[config.mk]
export PLATFORM = sky130hd
export DESIGN_NAME = store_lane_align
export DESIGN_NICKNAME = d
export VERILOG_FILES = /design/src/rtl/mem_access_pkg.sv /design/src/rtl/store_lane_mux.sv /design/src/rtl/store_lane_align.sv
export SDC_FILE = /design/constraint.sdc
export NUM_CORES = 1
export LEC_CHECK = 0
export ABC_AREA = 1
export ABC_CLOCK_PERIOD_IN_PS = 5700
export BUFFER_PORTS_ARGS = -buffer_cell sky130_fd_sc_hd__buf_2
export CAP_MARGIN = 15
export CORE_MARGIN = 2
export CORE_UTILIZATION = 59
export CTS_BUF_LIST = sky130_fd_sc_hd__clkbuf_4 sky130_fd_sc_hd__clkbuf_8
export CTS_CLUSTER_SIZE = 12
export DETAILED_ROUTE_END_ITERATION = 8
export HOLD_SLACK_MARGIN = 0.1
export PLACE_DENSITY = 0.82
export SYNTH_ARGS = -nofsm -noshare
export SYNTH_HDL_FRONTEND = slang
export SYNTH_HIERARCHICAL = 1
export SYNTH_SLANG_ARGS = --single-unit
[constraint.sdc]
create_clock -name clk -period 5.7 [get_ports clk]
set_input_delay 0.57 -clock clk [delete_from_list [all_inputs] [get_ports clk]]
set_output_delay 0.57 -clock clk [all_outputs]
set_load 0.05 [all_outputs]
[src/rtl/mem_access_pkg.sv]
// Shared memory-access definitions for the load extractor and store aligner.
// Holds the access-size encoding, the buffered store-entry layout and the
// store drain FSM state type.
package mem_access_pkg;

  // Access size encoding, common to the load and store paths.
  localparam logic [1:0] SZ_NONE = 2'b00;
  localparam logic [1:0] SZ_BYTE = 2'b01;
  localparam logic [1:0] SZ_HALF = 2'b10;
  localparam logic [1:0] SZ_WORD = 2'b11;

  localparam int unsigned DATA_W   = 32;
  localparam int unsigned BE_W     = DATA_W / 8;
  // Address field width of a buffered entry; covers the default address width.
  localparam int unsigned ENTRY_AW = 32;

  // One buffered store: word address, lane-replicated data, byte enables.
  typedef struct packed {
    logic [ENTRY_AW-1:0] addr;
    logic [DATA_W-1:0]   wdata;
    logic [BE_W-1:0]     be;
  } st_entry_t;

  typedef enum logic {
    DRN_IDLE  = 1'b0,
    DRN_ISSUE = 1'b1
  } drain_state_e;

endpackage

[src/rtl/store_lane_mux.sv]
// Combinational store lane mapper: replicates register data onto the byte
// lanes selected by size and the low address bits, and builds byte enables.
// Ports:
//   size         - access size (SZ_* encoding)
//   a            - byte offset within the word (addr[1:0])
//   data         - register data, low byte/half significant for sub-word
//   wdata_c      - lane-replicated write data
//   be_c         - byte enables, bit i covers byte [8i+7:8i]
//   misaligned_c - halfword on an odd offset or word on a nonzero offset
module store_lane_mux
  import mem_access_pkg::*;
(
  input  logic [1:0]  size,
  input  logic [1:0]  a,
  input  logic [31:0] data,
  output logic [31:0] wdata_c,
  output logic [3:0]  be_c,
  output logic        misaligned_c
);

  // Lane replication and enable generation per access size.
  always_comb begin
    wdata_c      = '0;
    be_c         = '0;
    misaligned_c = 1'b0;
    case (size)
      SZ_BYTE: begin
        wdata_c = {4{data[7:0]}};
        be_c    = 4'b0001 << a;
      end
      SZ_HALF: begin
        wdata_c      = {2{data[15:0]}};
        be_c         = a[1] ? 4'b1100 : 4'b0011;
        misaligned_c = a[0];
      end
      SZ_WORD: begin
        wdata_c      = data;
        be_c         = 4'b1111;
        misaligned_c = (a != 2'b00);
      end
      default: ;
    endcase
  end

endmodule

[src/rtl/store_lane_align.sv]
// Store aligner and write buffer: maps store requests onto byte lanes, queues
// them in a DEPTH-entry FIFO and drains the head to data memory over req/ack.
// Optional macro STORE_MISALIGN_TRAP_EN: misaligned half/word stores are
// dropped and flagged with a one-cycle misalign_err pulse.
// Ports:
//   clk, rst_n            - clock, async active-low reset
//   st_valid/st_ready     - store request handshake
//   st_size/st_addr/st_data - store request payload
//   mem_req/mem_ack       - memory write handshake
//   mem_addr/mem_wdata/mem_be - head entry presented to memory
//   buf_empty             - no pending stores
//   misalign_err          - misaligned-store pulse (0 without the macro)
module store_lane_align
  import mem_access_pkg::*;
#(
  parameter int unsigned DEPTH = 2,
  parameter int unsigned AW    = 32
) (
  input  logic          clk,
  input  logic          rst_n,
  input  logic          st_valid,
  output logic          st_ready,
  input  logic [1:0]    st_size,
  input  logic [AW-1:0] st_addr,
  input  logic [31:0]   st_data,
  output logic          mem_req,
  input  logic          mem_ack,
  output logic [AW-1:0] mem_addr,
  output logic [31:0]   mem_wdata,
  output logic [3:0]    mem_be,
  output logic          buf_empty,
  output logic          misalign_err
);

  localparam int unsigned PW = $clog2(DEPTH);
  localparam int unsigned CW = $clog2(DEPTH + 1);

  st_entry_t     fifo [DEPTH];
  st_entry_t     push_entry;
  st_entry_t     head_q;
  st_entry_t     head_nxt;
  logic [PW-1:0] wr_ptr;
  logic [PW-1:0] rd_ptr;
  logic [PW-1:0] rd_ptr_inc;
  logic [CW-1:0] count;
  logic [CW-1:0] count_nxt;
  drain_state_e  state;
  drain_state_e  state_nxt;
  logic          mem_req_nxt;
  logic [31:0]   lane_wdata;
  logic [3:0]    lane_be;
  logic          lane_mis;
  logic          accept;
  logic          push;
  logic          pop;

  store_lane_mux u_lane_mux (
    .size         (st_size),
    .a            (st_addr[1:0]),
    .data         (st_data),
    .wdata_c      (lane_wdata),
    .be_c         (lane_be),
    .misaligned_c (lane_mis)
  );

  assign accept     = st_valid && st_ready;
  assign pop        = (state == DRN_ISSUE) && mem_ack;
  assign rd_ptr_inc = rd_ptr + PW'(1);

`ifdef STORE_MISALIGN_TRAP_EN
  assign push = accept && (st_size != SZ_NONE) && !lane_mis;

  // One-cycle pulse for a trapped store, never enqueued.
  always_ff @(posedge clk or negedge rst_n) begin
    if (!rst_n) misalign_err <= 1'b0;
    else        misalign_err <= accept && lane_mis;
  end
`else
  logic unused_lane_mis;
  assign unused_lane_mis = lane_mis;
  assign push            = accept && (st_size != SZ_NONE);
  assign misalign_err    = 1'b0;
`endif

  // Entry built from the current request; low address bits cleared.
  always_comb begin
    push_entry       = '0;
    push_entry.addr  = ENTRY_AW'({st_addr[AW-1:2], 2'b00});
    push_entry.wdata = lane_wdata;
    push_entry.be    = lane_be;
  end

  // Occupancy after this edge.
  always_comb begin
    count_nxt = count;
    case ({push, pop})
      2'b10:   count_nxt = count + CW'(1);
      2'b01:   count_nxt = count - CW'(1);
      default: count_nxt = count;
    endcase
  end

  // Drain FSM state register.
  always_ff @(posedge clk or negedge rst_n) begin
    if (!rst_n) state <= DRN_IDLE;
    else        state <= state_nxt;
  end

  // Drain FSM next state: issue whenever the buffer will hold an entry.
  always_comb begin
    state_nxt = state;
    case (state)
      DRN_IDLE:  if (count_nxt != '0) state_nxt = DRN_ISSUE;
      DRN_ISSUE: if (count_nxt == '0) state_nxt = DRN_IDLE;
      default:   state_nxt = DRN_IDLE;
    endcase
  end

  // Drain FSM outputs: next head entry for the registered memory port.
  // An empty buffer forwards a new push straight to the head so mem_req
  // rises one edge after acceptance.
  always_comb begin
    head_nxt    = head_q;
    mem_req_nxt = (state_nxt == DRN_ISSUE);
    if (pop) begin
      if (count > CW'(1)) head_nxt = fifo[rd_ptr_inc];
      else if (push)      head_nxt = push_entry;
    end else if ((count == '0) && push) begin
      head_nxt = push_entry;
    end
  end

  // Buffer storage; contents are don't-care until written.
  always_ff @(posedge clk) begin
    if (push) fifo[wr_ptr] <= push_entry;
  end

  // Pointers, occupancy and registered outputs.
  always_ff @(posedge clk or negedge rst_n) begin
    if (!rst_n) begin
      wr_ptr    <= '0;
      rd_ptr    <= '0;
      count     <= '0;
      head_q    <= '0;
      mem_req   <= 1'b0;
      st_ready  <= 1'b1;
      buf_empty <= 1'b1;
    end else begin
      if (push) wr_ptr <= wr_ptr + PW'(1);
      if (pop)  rd_ptr <= rd_ptr_inc;
      count     <= count_nxt;
      head_q    <= head_nxt;
      mem_req   <= mem_req_nxt;
      st_ready  <= (count_nxt != CW'(DEPTH));
      buf_empty <= (count_nxt == '0);
    end
  end

  assign mem_addr  = AW'(head_q.addr);
  assign mem_wdata = head_q.wdata;
  assign mem_be    = head_q.be;

endmodule
======== Word level (Yosys, flattened, before mapping) ========
Memory sizes are Yosys's and may differ from the RTL's.
Cells that the tools add are included.
word-level totals
  word-level logic and storage cells ...... 47
  register bits after elaboration ......... 75
  memories kept ........................... 1
  output and inout port bits .............. 72
  bits of input ports ..................... 70
  memory bits (writable) .................. 132
cells by class
  mux-type cells .......................... 13
  bitwise operators ....................... 1
  add/subtract/negate cells ............... 4
  equality and inequality tests ........... 7
  reductions and logical operators ........ 10
  shifts and indexed selects .............. 1
  $lt $le $gt $ge ......................... 1
memories
  memory  words  width  read ports  clocked after memory_dff  wr ports  line                    source
  fifo    2      66     1           0                         1         store_lane_align.sv:38  st_entry_t fifo [DEPTH];
operators by type and width
  kind                 number
  $mux 68              4
  $pmux 32 s3          1
  $pmux 4 s3           1
  $eq 2x2->1 const B   3
  $reduce_bool 2->1    3
  $eq 2x1->1 const B   2
  $logic_and 1x1->1    4
  $logic_not 2->1      2
  $mux 1               4
  $mux 4               1
  $pmux 2 s2           1
  $shl 1x2->4 const A  1
  $ne 3x2->1 const B   1
  $add 1x1->1 const B  2
  $add 2x1->2 const B  1
  $gt 2x1->1 const B   1
  $ne 2x2->1 const B   1
  $pmux 1 s2           1
  $reduce_and 2->1     1
  $sub 2x1->2 const B  1
  $not 1->1            1

======== Logic depth before layout (Yosys ltp) ========
Gate-level depths: netlist of run 1.
  word-level depth ........................ 7
  gate-level depth with buffers ........... 11
  mapped depth without buffers ............ 11

======== Hierarchy ========
Netlist of run 1, hierarchy kept.
by module, submodules not included
  module            area each (sq um)  cells each  instances  seq. area each (sq um)
  store_lane_align  8,655.8            899         1          5,793.1
  store_lane_mux    660.6              115         1          0.0

======== Least setup slack after synthesis of run 1 ========
No wires, ideal clock.
  path kind ............................... register -> register
  start point ............................. register st_ready
  end point ............................... memory fifo[1][0] (netlist name) (enable)
  setup slack ............................. 1.487 ns
  cell stages (with the launch flop) ...... 5
  arrival ................................. 3.721 ns
  clock period less this slack ............ 4.213 ns
  required time ........................... 5.208 ns
  cells stage by stage .................... dfstp_2 -> nand2_1 -> inv_2 -> nand2_1 -> nor2_1
on the way
  word-level cells in the longest chain between the ends .. 4
ends and longest elaborated chain
  element                       line                     source
  start, declared               store_lane_align.sv:22   output logic st_ready,
  start signal, assigned        store_lane_align.sv:154  st_ready <= (count_nxt != CW'(DEPTH));
  $logic_and 1x1->1             store_lane_align.sv:66   assign accept = st_valid && st_ready;
  $logic_and 1x1->1             store_lane_align.sv:81   assign push = accept && (st_size != SZ_NONE);
  $mux 1                        store_lane_align.sv:135  if (push) fifo[wr_ptr] <= push_entry;
  $mux 1 (not written as such)  store_lane_align.sv:135
  end, declared                 store_lane_align.sv:38
No other way between the ends.

======== Worst setup path in the final report of run 1 ========
  start point ............................. input st_size[1]
  end point ............................... memory fifo[0][19] (netlist name) (enable)
on the way
  word-level cells in the longest chain between the ends .. 4
ends and longest elaborated chain
  element                       line                     source
  start, declared               store_lane_align.sv:23   input logic [1:0] st_size,
  $reduce_bool 2->1             store_lane_align.sv:81
  $logic_and 1x1->1             store_lane_align.sv:81
  $mux 1                        store_lane_align.sv:135
  $mux 1 (not written as such)  store_lane_align.sv:135
No other way between the ends.

==> flow_metrics.tcl, run 1 <==
set metrics [dict create \
    post_cts_buffers 0 \
    io_pins 142 \
    ff2ff_path_depth 5 \
    core_mm2 0.0153 \
    place_hpwl_mm 13.1 \
    ir_drop_uv 286 \
    grt_pass1_wl_mm 33.3 \
    wl_per_cell_um 15.4 \
    layout_common_cells "nand2_1 (558), buf_2 (137), edfxtp_1 (132)" \
    r2r_start "st_ready" \
    cp-start-kind "primary input" \
    via_count 7180 \
    n_antenna_cell 0 \
    insertion_delay_ns 0.50 \
    cap_violations 0 \
    hold_end "fifo[0][52]" \
    cp.required_ns 5.84 \
    num_rows 45 \
    grt_use_total_pct 25.4 \
    grt_pass1_vias 6901 \
    p_switching_mw 2.59 \
    synthCells 1012 \
    ant_nets 0 \
    cts_buffers 34 \
    path_max_fanout 45 \
    tightest_slew_ns 0.993 \
    power_mw 5.88 \
    setup_viol 0 \
    fmax_mhz 356 \
    die_x_um 130 \
    hold_depth 1 \
    grt_max_degree 68 \
    rsz0062_at_grt "no" \
    critical_path_class "in2reg" \
    r2r-end "fifo[0][19]" \
    clkPwrFrac_pct 22.1 \
    htreeDepth 2 \
    arrival_ns 2.95 \
    drt-pass1-iter-count 5 \
    area_growth_pct 14.5 \
    wirelength_mm 21.2 \
    power_frac_comb_pct 40.9 \
    end_kind "flip-flop" \
    max_slew_margin_pct 33.6 \
    cts_resized 0 \
    ff2ff_setup_slack_ns 3.13 \
    clock_sinks 205 \
    hold_viol 0 \
    sw_frac_of_total_pct 44.0 \
    intPower_mw 3.30 \
    mostFrequentLayoutCell "nand2_1" \
    power_density_mw_per_mm2 552 \
    nNetsFinal 1211 \
    path_clk_slew_ns 0.06 \
    antenna_found_initial 0 \
    yosysWarnings 6 \
    total_leakage_power_nw 5.31 \
    drc 0 \
    ctsRootBufferMaster "clkbuf_8" \
    clock_skew_ns 0.0258 \
    drv_slew 0 \
    syn_avg_cell_area_um2 9.19 \
    fin_ws_ns 2.89 \
    min_period_over_period_pct 49.3 \
    gp_congestion 0.829 \
    run_status "completed" \
    cts_tree "yes" \
    initial_core_util_pct 60.7 \
    drive_gt1_share_pct 20.5 \
    clockBufferDepth 3 \
    hp-start "st_addr[18]" \
    dp_slack_ns 2.38 \
    syn-cell-area_mm2 0.00930 \
    die_area_mm2 0.0168 \
    overflow 0 \
    portBuffers 138 \
    fin_setup_tns_ns 0 \
    die_y_um 130 \
    min_period_ns 2.81 \
    pwr-share-seq_pct 37.0 \
    drt_iter0_drc 548 \
    via_per_inst 5.23 \
    hold_path_class "in2reg" \
]
worst max-delay path, cell delays in order:
cell,delay [ns]
buf_2,0.62
inv_1,0.09
nand2_1,0.11
nand2_1,0.17
nor2_4,0.80
buf_4,0.53
routing by layer:
| layer | vias up | GRT usage [%] | wire length, um |
|---|---|---|---|
| li1 | 3494 | - | - |
| met1 | 3302 | 33.4 | 8840 |
| met2 | 324 | 41.5 | 10100 |
| met3 | 60 | 4.00 | 1500 |
| met4 | 0 | 12.6 | 738 |
| met5 | - | 0 | 0 |
layout make-up:
| class | count | area [um^2] |
|---|---|---|
| multi-input cells | 720 | 3000 |
| well taps | 211 | 264 |
| clock buffers | 58 | 673 |
| repair buffers | 149 | 791 |
| fillers | 1195 | 4670 |
| flip-flops and latches | 205 | 5790 |
| inverters | 27 | 109 |
| clock inverters | 3 | 16.3 |
stage by stage:
step / util (%) / std cells / instance area (um^2) / hold WS [ns]
6_report: 69.5 / 1373 / 10600 / 0.288
2_1_floorplan: - / 1014 / 9310 / 0.274
5_1_grt: 69.5 / 1373 / 10600 / 0.275
3_5_place_dp: 64.8 / 1310 / 9930 / 0.460
3_3_place_gp: 64.8 / 1310 / 9930 / 0.458
4_1_cts: 69.4 / 1372 / 10600 / 0.274
power by group through the flow:
stage / combinational (mW) / sequential [mW] / clock [mW]
after detailed placement: 2.40 / 2.20 / 0
after global placement: 2.35 / 2.19 / 0
after CTS: 2.41 / 2.18 / 1.31
final: 2.41 / 2.17 / 1.30
after global routing: 2.64 / 2.21 / 1.37
after floorplan: 1.11 / 2.96 / 0
worst max path at each step:
| stage | startpoint | endpoint | slack [ns] |
|---|---|---|---|
| 2_1_floorplan | st_ready | fifo[1][0] | 1.49 |
| 3_3_place_gp | st_size[1] | fifo[0][27] | 2.44 |
| 3_5_place_dp | st_size[1] | fifo[0][35] | 2.38 |
| 4_1_cts | st_size[1] | fifo[0][19] | 2.90 |
| 5_1_grt | st_size[1] | fifo[0][18] | 2.71 |
| 6_report | st_size[1] | fifo[0][19] | 2.89 |
flip-flops by register name (all words and copies together) (netlist names):
signal / flops
buf_empty: 1
fifo: 132
rd_ptr: 1
mem_wdata: 32
mem_addr: 30
mem_be: 4
st_ready: 1
count: 2
mem_req: 1
wr_ptr: 1
repair_timing:
item / 4_1_cts / 5_1_grt
setup endpoints to repair: 0 / 0
endpoints found under the hold margin: 30 / 0
hold buffers: 1 / 0
(Power assumes the default switching activity.)
==> run 2: changes to the inputs <==
--- a/config.mk
+++ b/config.mk
@@ -6,7 +6,7 @@
 export NUM_CORES = 1
 export LEC_CHECK = 0
 export ABC_AREA = 1
-export ABC_CLOCK_PERIOD_IN_PS = 5700
+export ABC_CLOCK_PERIOD_IN_PS = 2680
 export BUFFER_PORTS_ARGS = -buffer_cell sky130_fd_sc_hd__buf_2
 export CAP_MARGIN = 15
 export CORE_MARGIN = 2
==> constraint.sdc (replaced) <==
create_clock -name clk -period 2.68 [get_ports clk]
set_input_delay 0.268 -clock clk [delete_from_list [all_inputs] [get_ports clk]]
set_output_delay 0.268 -clock clk [all_outputs]
set_load 0.05 [all_outputs]
==> flow_metrics.tcl, run 2 (synthesized netlist as in run 1, its figures left out) <==
set metrics [dict create \
    max_slew_margin_pct 33.1 \
    total_leakage_power_nw 5.49 \
    power_frac_comb_pct 41.6 \
    cp.required_ns 3.08 \
    clock_skew_ns 0.0180 \
    ir_drop_uv 542 \
    tightest_slew_ns 1.00 \
    hold_path_class "in2reg" \
    run_status "completed" \
    drc 0 \
    multi_input_area_mm2 0.00300 \
    hold_end "fifo[1][17]" \
    die_x_um 130 \
    path_clk_slew_ns 0.06 \
    rsz0062_at_grt "no" \
    drv_slew 0 \
    pwr-share-seq_pct 36.8 \
    cts_tree "yes" \
    die_area_mm2 0.0168 \
    cp-start-kind "flip-flop" \
    hold_viol 0 \
    r2r-end "mem_addr[29]" \
    min_period_ns 2.10 \
    final-seq-area_mm2 0.00579 \
    p_switching_mw 5.67 \
    antenna_found_initial 0 \
    r2r_start "st_ready" \
    mostFrequentLayoutCell "nand2_1" \
    layout_common_cells "nand2_1 (558), buf_2 (137), edfxtp_1 (132)" \
    fmax_mhz 476 \
    largest_reg_flops 132 \
    end_kind "flip-flop" \
    clock_sinks 205 \
    via_count 7546 \
    insertion_delay_ns 0.52 \
    drt-pass1-iter-count 7 \
    wl_per_cell_um 16.2 \
    via_per_inst 5.35 \
    hp-start "st_data[13]" \
    htreeDepth 2 \
    wirelength_mm 22.8 \
    num_rows 45 \
    ant_nets 0 \
    fillers 1129 \
    die_y_um 130 \
    intPower_mw 7.10 \
    cts_buffers 34 \
    n_antenna_cell 0 \
    place_hpwl_mm 13.4 \
    path_max_fanout 22 \
    grt_max_degree 74 \
    clkPwrFrac_pct 21.6 \
    hold_depth 3 \
    clockBufferDepth 3 \
    cap_violations 0 \
    io_pins 142 \
    gp_congestion 0.800 \
    final_util_pct 72.1 \
    fin_setup_tns_ns 0 \
    overflow 0 \
    ctsRootBufferMaster "clkbuf_8" \
    drive_gt1_share_pct 20.3 \
    grt_pass1_wl_mm 36.1 \
    arrival_ns 2.50 \
    ff2ff_path_depth 9 \
    power_density_mw_per_mm2 1160 \
    drt_iter0_drc 697 \
    min_period_over_period_pct 78.4 \
    sw_frac_of_total_pct 44.4 \
    critical_path_class "reg2reg" \
    grt_pass1_vias 7243 \
    area_growth_pct 18.8 \
    grt_use_total_pct 27.8 \
    portBuffers 138 \
    core_mm2 0.0153 \
    ff2ff_setup_slack_ns 0.58 \
    post_cts_buffers 0 \
    cts_resized 0 \
    setup_viol 0 \
    postCtsHoldBufs 31 \
    initial_core_util_pct 60.7 \
    top_register "fifo" \
    nNetsFinal 1248 \
]
-- run 2: worst max-delay path, cell delays in order (launching register included) --
cell and delay, ns:
dfstp_2 0.52, nand2_1 0.05, inv_2 0.05, nand2_1 0.16, ha_1 0.30, nand2_2 0.12
nand2_2 0.33, buf_12 0.30, nand2_1 0.08, nand2_1 0.07
-- run 2: cell type report --
class	count	area share, %
clock buffer	55	5.95
clock inverter	6	0.261
inverter	27	0.985
multi-input combinational	720	27.2
sequential	205	52.5
tap	211	2.39
timing repair buffer	186	10.8
-- run 2: power by group through the flow --
stage               clock (mW)  combinational (mW)  sequential (mW)
floorplan                    0                2.37             6.28
global placement             0                5.14             4.74
detailed placement           0                5.25             4.74
CTS                       2.80                5.31             4.70
global route              2.95                5.76             4.78
finish                    2.76                5.31             4.71
-- run 2: worst max path at each step --
stage / start / to / slack (ns)
after CTS: st_ready / mem_wdata[24] / 0.59
after global routing: st_ready / mem_addr[29] / 0.45
after floorplan: st_ready / fifo[1][0] / -0.43
final: st_ready / mem_addr[29] / 0.58
after detailed placement: st_ready / mem_wdata[6] / 0.60
after global placement: st_ready / mem_wdata[23] / 0.67
-- run 2: routing by layer --
layer	wire length [um]	global-route usage, %
met2	11200	48.0
met5	0	0
met4	552	8.92
met1	9160	35.6
met3	1900	5.49
-- run 2: metrics by stage --
step / setup WS [ns] / total power [mW] / instance area, um^2 / hold WS [ns] / std cells
floorplan: -0.431 / 8.65 / 9310 / -0.0276 / 1014
global placement: 0.674 / 9.88 / 10100 / 0.458 / 1318
detailed placement: 0.595 / 9.99 / 10100 / 0.460 / 1318
CTS: 0.587 / 12.8 / 11000 / 0.114 / 1410
global route: 0.448 / 13.5 / 11000 / 0.125 / 1410
finish: 0.578 / 12.8 / 11000 / 0.139 / 1410
